### src/rtl/vga_pkg.sv
// Shared types and constants for the VGA capture block.
package vga_pkg;

  localparam int DEFAULT_H_ACTIVE = 640;
  localparam int DEFAULT_V_ACTIVE = 480;

  localparam logic [15:0] CRC_POLY = 16'h1021;
  localparam logic [15:0] CRC_INIT = 16'hFFFF;

  typedef struct packed {
    logic [9:0] x;
    logic [8:0] y;
    logic [7:0] rgb;
  } pixel_t;

  typedef enum logic [1:0] {
    IDLE   = 2'd0,
    ARMED  = 2'd1,
    ACTIVE = 2'd2,
    DONE   = 2'd3
  } cap_state_t;

  // Bit-serial CRC-16-CCITT update over one byte, MSB first.
  function automatic logic [15:0] crc16_byte(input logic [15:0] crc, input logic [7:0] data);
    logic [15:0] c;
    logic        fb;
    c = crc;
    for (int i = 7; i >= 0; i--) begin
      fb = c[15] ^ data[i];
      c  = {c[14:0], 1'b0} ^ (fb ? CRC_POLY : 16'h0000);
    end
    return c;
  endfunction

endpackage

### src/rtl/sync_fifo.sv
// First-word-fall-through FIFO; a push into a full FIFO succeeds when a pop happens in the same cycle.
module sync_fifo #(
  parameter int WIDTH = 8,
  parameter int DEPTH = 8
) (
  input  logic             clk,
  input  logic             rst,
  input  logic             push,
  input  logic [WIDTH-1:0] push_data,
  input  logic             pop,
  output logic [WIDTH-1:0] pop_data,
  output logic             full,
  output logic             empty
);

  localparam int AW = $clog2(DEPTH);
  localparam logic [AW:0] CNT_FULL = (AW+1)'(DEPTH);
  localparam logic [AW:0] CNT_ONE  = (AW+1)'(1);
  localparam logic [AW-1:0] PTR_ONE = AW'(1);

  logic [WIDTH-1:0] mem [DEPTH];
  logic [AW-1:0]    wr_ptr;
  logic [AW-1:0]    rd_ptr;
  logic [AW:0]      count;
  logic             do_push;
  logic             do_pop;

  assign full     = (count == CNT_FULL);
  assign empty    = (count == '0);
  assign do_pop   = pop & ~empty;
  assign do_push  = push & (~full | do_pop);
  assign pop_data = mem[rd_ptr];

  // Storage array; contents are only meaningful behind the count, so it needs no reset.
  always_ff @(posedge clk) begin
    if (do_push) mem[wr_ptr] <= push_data;
  end

  // Pointer and occupancy bookkeeping.
  always_ff @(posedge clk or negedge rst) begin
    if (!rst) begin
      wr_ptr <= '0;
      rd_ptr <= '0;
      count  <= '0;
    end else begin
      if (do_push) wr_ptr <= wr_ptr + PTR_ONE;
      if (do_pop)  rd_ptr <= rd_ptr + PTR_ONE;
      case ({do_push, do_pop})
        2'b10:   count <= count + CNT_ONE;
        2'b01:   count <= count - CNT_ONE;
        default: ;
      endcase
    end
  end

endmodule

### src/rtl/vga_capture.sv
// VGA receive-side capture: registers the raw VGA signals, rebuilds pixel
// coordinates and streams {x, y, rgb} through a small FWFT FIFO.
// Optional frame CRC output is enabled by defining VGA_CAPTURE_CRC_EN.
module vga_capture
  import vga_pkg::*;
#(
  parameter int H_ACTIVE        = DEFAULT_H_ACTIVE,
  parameter int V_ACTIVE        = DEFAULT_V_ACTIVE,
  parameter int SYNC_ACTIVE_LOW = 1,
  parameter int FIFO_DEPTH      = 8
) (
  input  logic        clk,
  input  logic        rst,
  input  logic        h_sync,
  input  logic        v_sync,
  input  logic [2:0]  red,
  input  logic [2:0]  green,
  input  logic [1:0]  blue,
  input  logic        video_enable,
  output logic        pix_valid,
  input  logic        pix_ready,
  output logic [9:0]  pix_x,
  output logic [8:0]  pix_y,
  output logic [7:0]  pix_rgb,
  output logic        frame_start,
  output logic        frame_done,
  output logic [15:0] frame_count,
  output logic        timing_err,
  output logic        overflow,
  input  logic        err_clr
`ifdef VGA_CAPTURE_CRC_EN
  ,
  output logic [15:0] frame_crc
`endif
);

  localparam logic       SYNC_IDLE = (SYNC_ACTIVE_LOW != 0);
  localparam logic [9:0] H_MAX     = 10'(H_ACTIVE);
  localparam logic [8:0] V_LAST    = 9'(V_ACTIVE - 1);

  logic       hs_s1, vs_s1, de_s1, vs_prev, de_prev;
  logic [7:0] rgb_s1;
  logic       hs_act, vs_act, vs_prev_act, vs_edge, de_fall;

  cap_state_t state, state_n;
  logic [9:0] x, x_n;
  logic [8:0] y, y_n;
  logic       push, err_set, start_n, done_n, overflow_set;
  pixel_t     push_pix, head_pix;
  logic       fifo_full, fifo_empty, fifo_pop;

  // Input stage: one register on every VGA input plus a history copy for edge detection.
  always_ff @(posedge clk or negedge rst) begin
    if (!rst) begin
      hs_s1   <= SYNC_IDLE;
      vs_s1   <= SYNC_IDLE;
      de_s1   <= 1'b0;
      rgb_s1  <= 8'h00;
      vs_prev <= SYNC_IDLE;
      de_prev <= 1'b0;
    end else begin
      hs_s1   <= h_sync;
      vs_s1   <= v_sync;
      de_s1   <= video_enable;
      rgb_s1  <= {red, green, blue};
      vs_prev <= vs_s1;
      de_prev <= de_s1;
    end
  end

  assign hs_act      = hs_s1 ^ SYNC_IDLE;
  assign vs_act      = vs_s1 ^ SYNC_IDLE;
  assign vs_prev_act = vs_prev ^ SYNC_IDLE;
  assign vs_edge     = vs_act & ~vs_prev_act;
  assign de_fall     = de_prev & ~de_s1;

  // Capture FSM: decides pushes, coordinate updates, frame pulses and timing errors.
  always_comb begin
    state_n  = state;
    x_n      = x;
    y_n      = y;
    push     = 1'b0;
    err_set  = 1'b0;
    start_n  = 1'b0;
    done_n   = 1'b0;
    if (hs_act && de_s1) err_set = 1'b1;
    if (vs_edge) begin
      start_n = 1'b1;
      state_n = ARMED;
      x_n     = '0;
      y_n     = '0;
      if (state == ACTIVE) err_set = 1'b1;
    end else begin
      case (state)
        ARMED: begin
          if (de_s1) begin
            push    = 1'b1;
            x_n     = x + 10'd1;
            state_n = ACTIVE;
          end
        end
        ACTIVE: begin
          if (de_s1) begin
            if (x < H_MAX) begin
              push = 1'b1;
              x_n  = x + 10'd1;
            end else begin
              err_set = 1'b1;
            end
          end else if (de_fall) begin
            if (x != H_MAX) err_set = 1'b1;
            x_n = '0;
            if (y == V_LAST) begin
              done_n  = 1'b1;
              y_n     = '0;
              state_n = DONE;
            end else begin
              y_n = y + 9'd1;
            end
          end
        end
        DONE: begin
          if (de_s1) err_set = 1'b1;
        end
        default: ;
      endcase
    end
  end

  assign push_pix.x   = x;
  assign push_pix.y   = y;
  assign push_pix.rgb = rgb_s1;

  assign pix_valid    = ~fifo_empty;
  assign fifo_pop     = pix_valid & pix_ready;
  assign overflow_set = push & fifo_full & ~fifo_pop;

  // State, counters and sticky flags; a fresh error outranks err_clr.
  always_ff @(posedge clk or negedge rst) begin
    if (!rst) begin
      state       <= IDLE;
      x           <= '0;
      y           <= '0;
      frame_start <= 1'b0;
      frame_done  <= 1'b0;
      frame_count <= 16'h0000;
      timing_err  <= 1'b0;
      overflow    <= 1'b0;
    end else begin
      state       <= state_n;
      x           <= x_n;
      y           <= y_n;
      frame_start <= start_n;
      frame_done  <= done_n;
      frame_count <= frame_count + 16'(done_n);
      timing_err  <= err_set | (timing_err & ~err_clr);
      overflow    <= overflow_set | (overflow & ~err_clr);
    end
  end

  sync_fifo #(
    .WIDTH ($bits(pixel_t)),
    .DEPTH (FIFO_DEPTH)
  ) u_fifo (
    .clk       (clk),
    .rst       (rst),
    .push      (push),
    .push_data (push_pix),
    .pop       (fifo_pop),
    .pop_data  (head_pix),
    .full      (fifo_full),
    .empty     (fifo_empty)
  );

  assign pix_x   = pix_valid ? head_pix.x   : 10'd0;
  assign pix_y   = pix_valid ? head_pix.y   : 9'd0;
  assign pix_rgb = pix_valid ? head_pix.rgb : 8'h00;

`ifdef VGA_CAPTURE_CRC_EN
  logic [15:0] crc_run;

  // Running CRC over the rgb bytes of each frame, latched alongside frame_done.
  always_ff @(posedge clk or negedge rst) begin
    if (!rst) begin
      crc_run   <= CRC_INIT;
      frame_crc <= 16'h0000;
    end else begin
      if (start_n)   crc_run <= CRC_INIT;
      else if (push) crc_run <= crc16_byte(crc_run, rgb_s1);
      if (done_n)    frame_crc <= crc_run;
    end
  end
`endif

endmodule
### config.mk
export PLATFORM = sky130hd
export DESIGN_NAME = vga_capture
export DESIGN_NICKNAME = d
export VERILOG_FILES = /design/src/rtl/vga_pkg.sv /design/src/rtl/sync_fifo.sv /design/src/rtl/vga_capture.sv
export SDC_FILE = /design/constraint.sdc
export NUM_CORES = 1
export LEC_CHECK = 0
export ABC_AREA = 1
export CORE_AREA = 2 2 221 223
export DETAILED_ROUTE_END_ITERATION = 10
export DIE_AREA = 0 0 223 225
export PLACE_DENSITY = 0.48
export SYNTH_ARGS = -nofsm -noshare
export SYNTH_HDL_FRONTEND = slang
export SYNTH_HIERARCHICAL = 1
export SYNTH_SLANG_ARGS = --single-unit
### constraint.sdc
create_clock -name clk -period 3.5 [get_ports clk]
set_clock_uncertainty 0.05 [all_clocks]
set_input_delay 0.35 -clock clk [delete_from_list [all_inputs] [get_ports clk]]
set_output_delay 0.35 -clock clk [all_outputs]
set_load 0.01 [all_outputs]
Word-level counts from Yosys, hierarchy flattened
Memory sizes are Yosys's and may differ from the RTL's.
Index checks and enable logic that the tools add are counted.
{"block": "classes", "n_addsub": 7, "n_lt_le_gt_ge": 1, "eq_ne": 15, "muxes": 43, "n_bitwise": 19, "reduce_logical": 9}
{"operator": "$mux W10", "count": 6}
{"operator": "$mux W9", "count": 6}
{"operator": "$mux W1", "count": 20}
{"operator": "$pmux W10 S2", "count": 1}
{"operator": "$add A16 B1 Y16", "count": 1}
{"operator": "$add A10 B1 Y10 const B", "count": 1}
{"operator": "$lt A10 B10 Y1 const B", "count": 1}
{"operator": "$mux W2", "count": 5}
{"operator": "$ne A10 B10 Y1 const B", "count": 1}
{"operator": "$add A9 B1 Y9 const B", "count": 1}
{"operator": "$and A1 B1 Y1", "count": 9}
{"operator": "$eq A9 B9 Y1 const B", "count": 1}
{"operator": "$ne A3 B3 Y1 const B", "count": 3}
{"operator": "$mux W8", "count": 1}
{"operator": "$pmux W4 S2", "count": 1}
{"operator": "$not A1 Y1", "count": 7}
{"operator": "$add A3 B1 Y3 const B", "count": 2}
{"operator": "$eq A2 B2 Y1 const B", "count": 3}
{"operator": "$reduce_bool A2 Y1", "count": 3}
{"operator": "$reduce_and A5 Y1", "count": 1}
{"operator": "$add A4 B1 Y4 const B", "count": 1}
{"operator": "$eq A2 B1 Y1 const B", "count": 2}
{"operator": "$eq A4 B4 Y1 const B", "count": 1}
{"operator": "$logic_not A4 Y1", "count": 1}
{"operator": "12 further kinds", "count": 15}
{"block": "totals", "regBits": 64, "ram_bits": 216, "in_bits": 15, "output_inout_bits": 48, "elab_cells": 112, "memories": 1}
{"memory": "u_fifo.mem", "depth": 8, "width": 27, "read_ports": 1, "rd_clocked_by_memory_dff": 0, "write_ports": 1, "line": "sync_fifo.sv:21", "text": "logic [WIDTH-1:0] mem [DEPTH];"}

Depth between registers and ports, before layout
{"block": "logic_depth", "word_depth": 9, "mapped_depth": 18, "mapped_depth_nobuf": 18}

Hierarchy
The synthesis kept the hierarchy.
{"mod": "sync_fifo", "n_inst": 1, "cells_per_inst": 681, "area_each_um2": 9052.4, "seq_area_each_um2": 6736.5}
{"mod": "vga_capture", "n_inst": 1, "cells_per_inst": 330, "area_each_um2": 2732.6, "seq_area_each_um2": 1355.0}

Least setup slack after synthesis
No wires, ideal clock.
{"block": "synth_path", "path_kind": "flip-flop to flip-flop", "start": "register state[0]", "end": "memory u_fifo/mem[4][0] in the netlist's numbering, enable pin", "setup_time_ns": 0.445, "t_arrival_ns": 3.294, "t_required_ns": 3.005, "setup_slack_ns": -0.289, "stages_incl_launch_ff": 10, "n_path_buf": 0, "period_less_slack_ns": 3.789, "path_cell_list": "dfrtp_1 inv_1 ha_1 inv_2 nand2_2 nor3b_1 o21ai_0 inv_1 nand3_2 nor3_1"}
{"block": "synth_between", "elab_chain_len": 6, "elab_cells_between_ends": 7, "cone_classes": "eq/ne (2); mux (4); bitwise (1)"}
{"item": "start: declaration", "line": "vga_capture.sv:45", "text": "cap_state_t state, state_n;"}
{"item": "start signal: assignment", "line": "vga_capture.sv:150", "text": "state <= state_n;"}
{"item": "$eq A2 B2 Y1 / $eq A2 B1 Y1 (equally long branches)", "line": "vga_capture.sv:94", "text": "case (state)"}
{"item": "$pmux W1 S2 (*)", "line": "vga_capture.sv:94"}
{"item": "$mux W1 (*)", "line": "vga_capture.sv:87", "text": "if (vs_edge) begin"}
{"item": "named net push", "line": "vga_capture.sv:48", "text": "logic push, err_set, start_n, done_n, overflow_set;"}
{"item": "$and A1 B1 Y1 (*)", "line": "sync_fifo.sv:31", "text": "assign do_push = push & (~full | do_pop);"}
{"item": "$mux W1 (*)", "line": "sync_fifo.sv:36", "text": "if (do_push) mem[wr_ptr] <= push_data;"}
{"item": "$mux W1 (implied by the code) (*)", "line": "sync_fifo.sv:36"}
{"item": "end: declaration", "line": "sync_fifo.sv:21"}
Mark *: on every way through the listed nets, which the timed path passes. The rest lies on a longest branch.

==> flow_metrics.env <==
export IMPL_core_area_mm2=0.0475
export IMPL_nets=1115
export IMPL_power_density_mw_per_mm2=790
export IMPL_top_layer="met5"
export IMPL_overflow=0
export IMPL_drt_iter0_drc=357
export IMPL_rsz0062_at_grt="no"
export IMPL_groute_usage_overall_pct=11.3
export IMPL_cts_max_path_buffers=3
export IMPL_rows=80
export IMPL_gp_congestion=0.786
export IMPL_intPower_w=0.00729
export IMPL_synthArstFlopShare_pct=22.9
export IMPL_fill_cells=4841
export IMPL_power_frac_seq_pct=37.3
export IMPL_maxCapViolCount=0
export IMPL_clkPwrFrac_pct=29.7
export IMPL_switching_share_pct=35.2
export IMPL_ys_seq_area_share_pct=68.7
export IMPL_drtAntennaViolNets=0
export IMPL_ys_top_cells_by_count="216 x edfxtp_1, 169 x nor2_1, 137 x nand2_1"
export IMPL_synth_ff_latch_count=280
export IMPL_finalNonFillerCells=1727
export IMPL_dr_wl_met2_mm=12.6
export IMPL_antenna_cells=0
export IMPL_end_kind="output port"
export IMPL_slew_violations=0
export IMPL_die_area_mm2=0.0502
export IMPL_drive_above_1_share_pct=9.89
export IMPL_ys_warn_count=6
export IMPL_wl_met1_mm=13.6
export IMPL_syn_area_mm2=0.0118
export IMPL_grt_pass1_wl_mm=43.6
export IMPL_crit_buf_inv=3
export IMPL_critPathKind="flip-flop to output port"
export IMPL_area_delta_synth_final_pct=20.9
export IMPL_drc=0
export IMPL_switchingPower_w=0.00397
export IMPL_synth_cells=1011
export IMPL_cts_tree="built"
export IMPL_io_pins=63
export IMPL_yosys_area_top_type_share_pct=55.0
export IMPL_syn_avg_cell_area_um2=11.7
export IMPL_start_kind="flip-flop"
export IMPL_cts_root_buf="clkbuf_16"
export IMPL_p_comb_share_pct=33.0
export IMPL_finalCritPeriodShare_pct=90.5
export IMPL_synth_edf_count=216
export IMPL_crit_fanout=80
export IMPL_hold_path_class="input port to flip-flop"
export IMPL_die_x_um=223
export IMPL_htreeDepth=2
export IMPL_finalSetupTns_ns=0
export IMPL_cpPeakStageDelay_ns=0.59
export IMPL_synthFlopType="edfxtp_1"
export IMPL_drt_pass1_iter_count=4
export IMPL_grt_start_max_net_pins=81
export IMPL_synth_area_leaders="edfxtp_1 55%, dfrtp_1 13%, nor2_1 5.4%, nand2_1 4.4%, o21ai_0 4.0%"
export IMPL_start_util_pct=24.8
export IMPL_vias=7475
export IMPL_die_h_um=225
export IMPL_synth_largest_area_cell="edfxtp_1"
export IMPL_final_setup_viol_count=0
export IMPL_cpMostUsedCell="nor2_1"
export IMPL_crit_chain="buf_16 > nor2_1 > nor2_1 > o21ai_0 > o21ai_1 > nand2_1 > nand2_1 > inv_1 > nor2_1 > clkdlybuf4s50_1"
export IMPL_viasPerCell=4.33
export IMPL_crit_path_top_delay_cell="dfrtp_4"
export IMPL_critPathRequiredTime_ns=3.10
export IMPL_dp_cells=1663
export IMPL_finalWirelength_mm=28.4
export IMPL_hold_viol=0
export IMPL_outcome="completed"
export IMPL_relSlewSlack_pct=36.1
export IMPL_post_dp_hpwl_mm=15.4
export IMPL_clock_sinks=280
export IMPL_wire_per_inst_um=16.5
export IMPL_insertion_delay_ns=0.54
export IMPL_arrival_ns=2.77
export IMPL_met3_length_mm=1.54
export IMPL_p_leak_nw=5.45
export IMPL_antenna_found_initial=1
export IMPL_syn_num_nets=1040
export IMPL_synth_cell_type_count=45
export IMPL_synth_most_common_cell="edfxtp_1"
export IMPL_max_freq_mhz=316
export IMPL_hold_slack_ns=0.169
export IMPL_worst_pin_slew_ns=0.958
export IMPL_final_min_clock_period_ns=3.17
export IMPL_peakVddDrop_mv=0.396
export IMPL_numCtsBuffers=34
export IMPL_clk_pin_slew_ns=0.06
export IMPL_grt_pass1_vias=7437
export IMPL_cp_top_family="buffers and inverters"
export IMPL_numPortBuffers=62
layout make-up:
cell class	instances	area [µm²]	share of cell area (%)
Sequential cell	280	8100	56.8
Multi-Input combinational cell	611	3190	22.4
Clock buffer	47	910	6.38
Timing Repair Buffer	81	836	5.87
Tap cell	615	769	5.40
Inverter	78	294	2.06
Clock inverter	15	148	1.04
layout by cell type (no fill, tap or decap), types with 12 or more instances in the layout:
cell type | synthesis | final
clkbuf_1 | 8 | 12
a21oi_1 | 19 | 19
buf_4 | 7 | 13
mux2i_1 | 27 | 27
o21ai_1 | 27 | 27
nor2_1 | 169 | 166
o21ai_0 | 94 | 94
ha_1 | 13 | 13
xor2_1 | 13 | 13
clkdlybuf4s50_1 | 0 | 61
nand3_1 | 33 | 33
edfxtp_1 | 216 | 216
nand2_1 | 137 | 137
dfrtp_1 | 61 | 59
inv_1 | 69 | 69
o22ai_1 | 27 | 27
clkbuf_16 | 0 | 34
sequential cells by signal, summed over array words and instances (netlist names):
register	cells
de_prev	1
u_fifo/wr_ptr	3
vs_s1	1
vs_prev	1
de_s1	1
frame_count	16
state	2
hs_s1	1
y	9
rgb_s1	8
frame_start	1
u_fifo/count	4
frame_done	1
timing_err	1
overflow	1
u_fifo/rd_ptr	3
x	10
u_fifo/mem	216
power by group through the flow:
stage	Sequential (W)	Clock, W	Combinational [W]
after floorplan	0.00408	0	0.00249
after global placement	0.00428	0	0.00369
after detailed placement	0.00429	0	0.00370
after CTS	0.00422	0.00345	0.00373
after global routing	0.00424	0.00357	0.00419
final	0.00420	0.00334	0.00372
timing repair:
item / CTS / global route
gates cloned: 0 / 0
setup buffers: 0 / 1
hold endpoints to repair: 61 / 0
hold buffers: 1 / 0
setup endpoints to repair: 1 / 15
resized for setup: 1 / 5
stage by stage:
stage                     total power, W  instance area [µm²]  util, %  setup slack [ns]
after floorplan                  0.00657                11800        -            -0.267
after global placement           0.00797                13100     27.6             0.348
after detailed placement         0.00799                13100     27.6             0.335
after CTS                         0.0114                14200     29.9             0.103
after global routing              0.0120                14200     30.0            0.0635
final                             0.0113                14200     30.0             0.331
final timing paths:
| kind | cells past startpoint | to | start | slack, ns |
|---|---|---|---|---|
| max in group asynchronous | 2 | u_fifo/rd_ptr[0]$_DFFE_PN0N_ | rst | 2.23 |
| hold / removal | 1 | vs_s1$_DFF_PN1_ | v_sync | 0.17 |
| hold reg to reg | 0 | vs_prev$_DFF_PN1_ | vs_s1$_DFF_PN1_ | 0.32 |
| setup / recovery | 10 | pix_x[0] | u_fifo/rd_ptr[0]$_DFFE_PN0N_ | 0.33 |
| min in group asynchronous | 2 | frame_count[9]$_DFF_PN0_ | rst | 0.43 |
| setup reg to reg | 13 | frame_count[11]$_DFF_PN0_ | y[1]$_DFFE_PN0P_ | 0.50 |
cell families after synthesis:
logic type                 Yosys count  synth area share (%)
and+or+nand+nor                    378                  13.6
DFF                                280                  68.7
adders and majority gates           14                  1.55
muxes                               28                  2.39
AOI/OAI and AO/OA                  172                  7.72
xor gates and xnor gates            19                  1.41
buffers and inverters              120                  4.67
routing by layer:
layer,up-vias,GRT usage [%]
met1,3646,15.3
li1,3633,-
met4,2,3.36
met3,50,2.92
met5,-,0
met2,144,17.7
Note: power is estimated with default switching activity, not from simulation.
